===== src/rtl/bram_sdp_arb.sv =====
// bram_sdp_arb: zero-fill sequencer and round-robin read arbiter in front of a
// simple-dual-port block RAM with 1- or 2-cycle read latency.
module bram_sdp_arb #(
    parameter int ADR = 8,
    parameter int DAT = 9,
    parameter int DEP = 256,
    parameter int DEL = 1
) (
    input  logic           clk,
    input  logic           rst,
    input  logic           init_req,
    output logic           init_done,
    input  logic           cwen,
    input  logic [ADR-1:0] cwad,
    input  logic [DAT-1:0] cwda,
    output logic           cwrdy,
    input  logic           r0req,
    input  logic [ADR-1:0] r0ad,
    output logic           r0ack,
    output logic           r0vld,
    input  logic           r1req,
    input  logic [ADR-1:0] r1ad,
    output logic           r1ack,
    output logic           r1vld,
    output logic [DAT-1:0] rdo,
    output logic           wen,
    output logic [ADR-1:0] wad,
    output logic [DAT-1:0] wda,
    output logic           ren,
    output logic [ADR-1:0] rad,
    input  logic [DAT-1:0] rda
);
    typedef enum logic {INIT, RUN} state_t;
    state_t st;
    logic [ADR-1:0] cnt;
    logic last, run, g0, g1;
    logic [DEL-1:0] vp, ip;
    assign run = st == RUN;
    // last=1 means requester 1 was granted most recently, so requester 0 wins a tie
    assign g0 = run & r0req & (~r1req | last);
    assign g1 = run & r1req & (~r0req | ~last);
    assign r0ack = g0;
    assign r1ack = g1;
    assign ren = g0 | g1;
    assign rad = g0 ? r0ad : g1 ? r1ad : '0;
    assign wen = run ? cwen : 1'b1;
    assign wad = run ? cwad : cnt;
    assign wda = run ? cwda : '0;
    assign cwrdy = init_done;
    assign rdo = rda;
    assign r0vld = vp[DEL-1] & ~ip[DEL-1];
    assign r1vld = vp[DEL-1] & ip[DEL-1];
    always_ff @(posedge clk or posedge rst) begin
        if (rst) begin
            st <= INIT;
            cnt <= '0;
            init_done <= 1'b0;
            last <= 1'b1;
            vp <= '0;
            ip <= '0;
        end else begin
            // return pipeline of {valid, id}; keeps shifting through INIT
            vp <= DEL'({vp, ren});
            ip <= DEL'({ip, g1});
            if (ren) last <= g1;
            if (init_req) begin
                st <= INIT;
                init_done <= 1'b0;
                cnt <= '0;
            end else if (!run) begin
                if (cnt == ADR'(DEP - 1)) begin
                    st <= RUN;
                    init_done <= 1'b1;
                    cnt <= '0;
                end else begin
                    cnt <= cnt + 1'b1;
                end
            end
        end
    end
endmodule


===== config.mk =====
export PLATFORM = sky130hd
export DESIGN_NAME = bram_sdp_arb
export DESIGN_NICKNAME = d
export VERILOG_FILES = /design/src/rtl/bram_sdp_arb.sv
export SDC_FILE = /design/constraint.sdc
export NUM_CORES = 1
export LEC_CHECK = 0
export CORE_MARGIN = 2
export CORE_UTILIZATION = 28
export DETAILED_ROUTE_END_ITERATION = 10
export PLACE_DENSITY = 0.87
export SLEW_MARGIN = 20
export SYNTH_ARGS = -nofsm -noshare
export SYNTH_HDL_FRONTEND = slang
export SYNTH_SLANG_ARGS = --single-unit

===== constraint.sdc =====
create_clock -name clk -period 1.3 [get_ports clk]
set_input_delay 0.325 -clock clk [delete_from_list [all_inputs] [get_ports clk]]
set_output_delay 0.325 -clock clk [all_outputs]
set_load 0.05 [all_outputs]

; ---- Yosys cells after proc, flatten, opt, wreduce, memory -nomap -nowiden
; Cells that the tools add are included.
[classes]
add_sub_neg = 1
n_eq_ne = 2
mux = 14
n_bitwise = 13
n_reduce_logical = 2
[op_table]
columns = op, n
row1 = 8-bit 2-to-1 mux, 6
row2 = 9-bit 2-to-1 mux, 1
row3 = "8-bit by 1-bit adder with 8-bit output, second input constant", 1
row4 = "8-bit == test, second input constant", 1
row5 = 1-bit 2-to-1 mux, 7
row6 = 1-bit AND, 6
row7 = 1-bit NOT, 4
row8 = 1-bit bitwise OR, 3
row9 = "2-bit != test, second input constant", 1
row10 = 2-bit AND reduction, 1
row11 = 2-bit nonzero test, 1
[word_totals]
register_bits = 13
inputBits = 48
out_inout_bits = 42
word_cells = 38

; ---- Depth between registers and ports, before layout
; Gate-level depths: netlist of the first run.
[logic_depth]
depth_word = 5
depth_mapped = 4

; ---- Least setup slack after synthesis of the first run
; Ideal clock, no wire load.
[synth_timing]
path_type = register -> output
start = register last
end = output rad[0]
arrival_time_ns = 1.776
t_required_ns = 0.975
slack_ns = -0.801
stages_incl_launch_ff = 4
path_cell_list = dfstp_2 -> inv_1 -> a21oi_2 -> a22o_1
[synth_lines]
columns = element, line
row1 = from (decl), 36  ; logic last, run, g0, g1;
row2 = from (signal assigned), 65  ; if (ren) last <= g1;
row3 = 1-bit bitwise OR, 40  ; assign g0 = run & r0req & (~r1req | last);
row4 = 1-bit AND, 40
row5 = net r0ack, 19  ; output logic r0ack,
row6 = 8-bit 2-to-1 mux, 45  ; assign rad = g0 ? r0ad : g1 ? r1ad : '0;
row7 = to (decl), 30  ; output logic [ADR-1:0] rad,
; The timed path passes the listed nets, and every way through them passes these cells.

; ---- Worst setup path after layout of the first run
[layout_timing]
start = register st (netlist: run)
end = output rad[4]
[layout_between]
elab_chain_len = 4
[layout_lines]
columns = element, line
row1 = from (decl), 34  ; state_t st;
row2 = from (signal assigned), 55  ; st <= INIT;
row3 = from (signal assigned), 67  ; st <= INIT;
row4 = from (signal assigned), 72  ; st <= RUN;
row5 = 1-bit AND (2 in series), 41  ; assign g1 = run & r1req & (~r0req | ~last);
row6 = 8-bit 2-to-1 mux, 45
row7 = 8-bit 2-to-1 mux (*), 45
; Mark *: on every way between the ends. The rest lies on a longest branch, timed or not.

==> impl_metrics.ini, run 1 <==
[setup_path]
crit_top_cell = buf_12
cpLargestDelayFamily = flip-flops
r2r_start = run$_DFF_PP0_
required_ns = 0.98
crit_start = run$_DFF_PP0_
crit_slowest_cell = dfrtp_2
crit_fanout = 9
critPathBufInv = 2
critPathCaptureType = output port
critPathMaxStageDelay_ns = 0.50
worstSetupStartpointType = register
criticalPathCategory = register to output port
crit_path_cell_trace = nand2_1 -> a21oi_4 -> buf_12 -> a22o_4 -> buf_12
critPathArrivalTime_ns = 1.58

[clocking]
cts_root_buf = clkbuf_4
clk_latency_ns = 0.30
cts_made_buffers = 3
cts_hold_buffers = 0
htree_levels = 1
clk_pin_slew_ns = 0.09
cts_tree = done
clock-sinks = 13
clockBufferDepth = 2

[placement]
dp_hpwl_um = 3070
io_buffers = 71
place_area_mm2 = 0.00231
place_congestion = 0.889

[drt]
drc = 0
vias = 1333
wirelength_um = 5300
dr.pass1.iters = 4
detail-route-antenna-nets = 0
first_iter_violations = 48
routedWlPerCell_um = 20.8
via_per_inst = 5.23

[synthesis]
synth-xor-area-share = 0.00876
yosys_warnings = 0
async_flop_share = 1.00
muxShareOfSynthArea = 0.0889
yosysSeqAreaShare = 0.327
synth_top_family_by_area = simple AND/OR/NAND/NOR gates
synth_area_leader_cell = dfrtp_1
synth_top_area_frac = 0.300
yosys.area_share.adder = 0.0125
synth_edf_count = 0
syn_inst = 109
syn_nets = 158
yosys.cell_types.count = 35
synthSimpleGateAreaFrac = 0.243
ys.flop_type = dfrtp_1
synth-seq-cells = 13
syn-cell-area_um2 = 1000
syn_avg_cell_area_um2 = 9.17
synth_compound_area_frac = 0.203
synth.area.top_cells = dfrtp_1 30%, buf_4 8.3%, a22o_1 7.9%

[run]
maxCapViolations = 0

[timing]
relSlewSlack = 0.791
fin_hold_ws_ns = 0.222
max_freq_ghz = 0.526
rsz0062_at_grt = true
setup_tns_ns = -16.72
fin_crit_ns = 1.90
worst_pin_slew_ns = 0.312
report.final.hold_viol_count = 0
finalWorstSetupSlack_ns = -0.601
skew_ns = 0.00247
finalCritPeriodShare = 1.46
setup-violations-final = 39
maxSlewViolCount = 0

[cells_and_area]
design_area_mm2 = 0.00272
seq_area_um2 = 329
nets = 259
layout_common_cells = 36 x clkdlybuf4s50_1, 33 x buf_12, 19 x buf_4, 16 x buf_6
diodes = 0
multi_input_area_um2 = 855
syn_to_final_growth_pct = 172
post-route-util = 0.801
drive_gt1_frac = 0.636
layout_commonest_cell = clkdlybuf4s50_1
fillers = 167

[outcome]
status = finished with violations
violations = negative setup slack

[grt]
antenna_found_initial = 0
grt_pass1_vias = 1393
grt_overflow = 0
grt_pass1_wl_um = 7210
grt_max_degree = 18
grt_use_total = 0.227

[floorplanning]
rows = 21
die_h_um = 63.8
die_w_um = 63.8
die_area_mm2 = 0.00406
start_util = 0.295
coreArea_mm2 = 0.00339
pin_count = 90

[pwr]
ir_drop_uv = 311
p_leak_nw = 1.16
p_total_mw = 1.09
pwr_density_cell_mw_per_mm2 = 403

[min_path]
hold_path.class = input pin to asynchronous set/reset pin
[synth_stat cells, types with 2 or more instances]
master,count
dfrtp_1,12
nand2_1,7
a21oi_2,2
nand2b_1,2
a22o_1,9
o21a_1,2
and2_1,10
nand3_1,3
nor2_1,6
or3_1,2
nor2b_1,3
or4_1,2
inv_1,4
o21ai_0,4
a21oi_1,3
mux2_2,7
buf_4,11
o31ai_1,3
[final timing paths]
path | to | slack [ns] | cells after the start
hold / removal | vp$_DFF_PP0_ | 0.22 | 2
min in group clk | vp$_DFF_PP0_ | 0.54 | 2
max in group asynchronous | cnt[4]$_DFFE_PP0P_ | 0.72 | 3
setup reg to reg | cnt[7]$_DFFE_PP0P_ | -0.46 | 6
setup / recovery | rad[4] | -0.60 | 5
hold reg to reg | cnt[4]$_DFFE_PP0P_ | 0.63 | 2
[metal layers]
layer | routed length [um] | GRT usage | up-vias
met5 | 0 | 0 | -
met4 | 219 | 0.106 | 0
met3 | 405 | 0.0352 | 21
met2 | 2870 | 0.426 | 92
met1 | 1800 | 0.248 | 639
li1 | - | - | 581
[what timing repair did]
item                       in CTS  in global routing
pin swaps                       9                  9
hold endpoints to repair        0                  0
setup endpoints to repair      38                 39
gates cloned                    0                  1
buffers inserted                7                 13
resized for setup              39                 33
[per-stage QoR]
stage,setup slack (ns),cells
4_1_cts,-0.514,246
5_1_grt,-0.634,255
6_report,-0.601,255
3_3_place_gp,-0.579,237
3_5_place_dp,-0.620,237
2_1_floorplan,-0.449,109
[report_power, final]
part / total [mW] / switching [mW] / internal (mW)
clock network: 0.279 / 0.164 / 0.115
logic: 0.371 / 0.156 / 0.215
registers: 0.445 / 0.0236 / 0.421
[state kept, by name (all words and copies together), names as in the netlist]
signal	flops
cwrdy	1
last	1
run	1
vp	1
cnt	8
ip	1
[area by class of cell]
cell class / count / share of cell area
Timing Repair Buffer: 110 / 0.527
Inverter: 4 / 0.00553
Sequential cell: 13 / 0.121
Clock inverter: 1 / 0.00184
Clock buffer: 3 / 0.00829
Multi-Input combinational cell: 78 / 0.315
Tap cell: 46 / 0.0212
[cells by family after synthesis]
kind of cell | after synthesis
adder cells (fa/ha/maj) | 1
AND/OR/NAND/NOR | 41
flip-flops | 13
multiplexers | 8
AO/OA/AOI/OAI | 27
XOR/XNOR | 1
buffers and inverters | 18
Note: power is estimated with default switching activity, not from simulation.
==> run 2, diff against run 1 <==
--- a/config.mk
+++ b/config.mk
@@ -9,5 +9,5 @@
 export CORE_UTILIZATION = 28
 export DETAILED_ROUTE_END_ITERATION = 10
-export PLACE_DENSITY = 0.87
+export PLACE_DENSITY_LB_ADDON = 0.3
 export SLEW_MARGIN = 20
 export SYNTH_ARGS = -nofsm -noshare
==> constraint.sdc (replaced) <==
create_clock -name clk -period 1.3 [get_ports clk]
set_input_delay 0.325 -clock clk [delete_from_list [all_inputs] [get_ports clk]]
set_output_delay 0.325 -clock clk [all_outputs]
set_load 0.02 [all_outputs]
==> run 2 against run 1 <==
Compared with the run above: the flow still finishes with violations (negative setup slack); worst hold slack gained 0.11 ns; global-route usage shrank 3.9 points; sequential share of layout area is 1.8 points higher; critical path depth rose by 1; setup slack better by 0.12 ns; count of clock-buffer cells in the layout rose by 1; sequential cell count unchanged; core utilization down 11 points; cell count is 0.39% lower.
==> impl_metrics.ini, run 2 (synthesis gave the netlist of run 1 again) <==
[setup_path]
crit_start = run$_DFF_PP0_
crit_fanout = 4
criticalPathCategory = register to output port
required_ns = 0.98
critPathMaxStageDelay_ns = 0.44
crit_path_cell_trace = buf_6 -> nand2_4 -> a21oi_4 -> clkbuf_16 -> a22o_4 -> buf_6
critPathBufInv = 3
crit_top_cell = buf_6
cpLargestDelayFamily = flip-flops
crit_slowest_cell = dfrtp_2
critPathArrivalTime_ns = 1.46
critPathCaptureType = output port
r2r_start = run$_DFF_PP0_
worstSetupStartpointType = register

[cells_and_area]
layout_commonest_cell = buf_6
layout_common_cells = 39 x buf_6, 36 x clkdlybuf4s50_1, 24 x buf_4, 11 x dfrtp_1
diodes = 0
final_cells = 254
nets = 258
syn_to_final_growth_pct = 136
regMostFlops = cnt
drive_gt1_frac = 0.582
fillers = 244
largest_reg_flops = 8

[placement]
place_congestion = 0.797
io_buffers = 71
dpl.cell_count = 237
dp_hpwl_um = 2700

[grt]
grt_max_degree = 14
grtUsageMet2 = 0.371
grt-busiest-layer = met2
antenna_found_initial = 0
use_met3 = 0.0246
grt_overflow = 0
use_met1 = 0.192
grt_pass1_wl_um = 5980
grt_pass1_vias = 1320
grt_use_total = 0.188

[timing]
finalWorstSetupSlack_ns = -0.485
max_freq_ghz = 0.560
maxSlewViolCount = 0
relSlewSlack = 0.820
fin_crit_ns = 1.79
worst_pin_slew_ns = 0.268
skew_ns = 0.00222
report.final.hold_viol_count = 0
rsz0062_at_grt = true
setup-violations-final = 36
finalCritPeriodShare = 1.37

[run]
maxCapViolations = 0

[pwr]
p_leak_nw = 1.06
ir_drop_uv = 186
pwr_density_cell_mw_per_mm2 = 423
p_total_mw = 0.997

[floorplanning]
start_util = 0.295
coreArea_mm2 = 0.00339
pin_count = 90
die_h_um = 63.8
die_area_mm2 = 0.00406
rows = 21
die_w_um = 63.8

[clocking]
clockBufferDepth = 2
cts_tree = done
clock-sinks = 13
cts_made_buffers = 3
clk_pin_slew_ns = 0.08
clk_latency_ns = 0.28
cts_root_buf = clkbuf_4
htree_levels = 1

[outcome]
violations = negative setup slack
status = finished with violations

[drt]
detail-route-antenna-nets = 0
first_iter_violations = 9
vias = 1228
routedWlPerCell_um = 14.9
via_per_inst = 4.83
drc = 0
dr.pass1.iters = 4
wirelength_um = 3780

[min_path]
hold_path.class = input pin to asynchronous set/reset pin
==> run 2: per-stage QoR <==
step	setup TNS [ns]	worst slack, ns	hold WS (ns)	instance area [um2]	utilization
finish	-13.62	-0.485	0.329	2360	0.695
CTS	-13.74	-0.498	0.332	2180	0.644
global placement	-21.37	-0.977	0.500	1990	0.586
global route	-15.72	-0.564	0.335	2360	0.695
floorplan	-1.78	-0.218	0.201	1110	-
detailed placement	-21.81	-1.01	0.530	1990	0.586
==> run 2: tightest hold or removal path: cells and delay by family <==
kind / cells / cell delay [ns]
buffers and inverters: 3 / 0.65
==> run 2: path summary, 6_finish.rpt <==
| path | cells after the start | end | slack [ns] |
|---|---|---|---|
| worst min-delay path | 3 | cnt[5]$_DFFE_PP0P_ | 0.33 |
| worst min register to register | 1 | cwrdy$_DFFE_PP0P_ | 0.52 |
| worst max-delay path | 6 | rad[4] | -0.49 |
| min in group clk | 3 | last$_DFFE_PP1P_ | 0.51 |
| worst max register to register | 6 | cnt[6]$_DFFE_PP0P_ | -0.36 |
| max in group asynchronous | 3 | last$_DFFE_PP1P_ | 0.73 |
==> run 2: area by class of cell <==
cell class | instances | area (um2) | share of cell area
inverters | 4 | 15.0 | 0.00637
well taps | 46 | 57.6 | 0.0244
flip-flops and latches | 13 | 328 | 0.139
repair buffers | 109 | 1130 | 0.481
multi-input cells | 78 | 796 | 0.338
clock buffers | 4 | 26.3 | 0.0111
==> run 2: power by group <==
group,internal (mW),switching [mW]
Combinational,0.191,0.111
Clock,0.119,0.141
Sequential,0.421,0.0130
Total,0.732,0.265
==> run 2: per-layer routing <==
metal	vias to the layer above	wire, um
met5	-	0
met4	0	86
met3	10	279
li1	576	-
met2	69	2100
met1	573	1310
==> run 2: timing repair <==
item / 4_1_cts / 5_1_grt
buffers inserted: 6 / 6
hold buffers: 0 / 0
pin swaps: 4 / 9
gates cloned: 2 / 1
gates resized for setup: 203 / 40
endpoints found under the setup margin: 40 / 42
endpoints found under the hold margin: 0 / 0
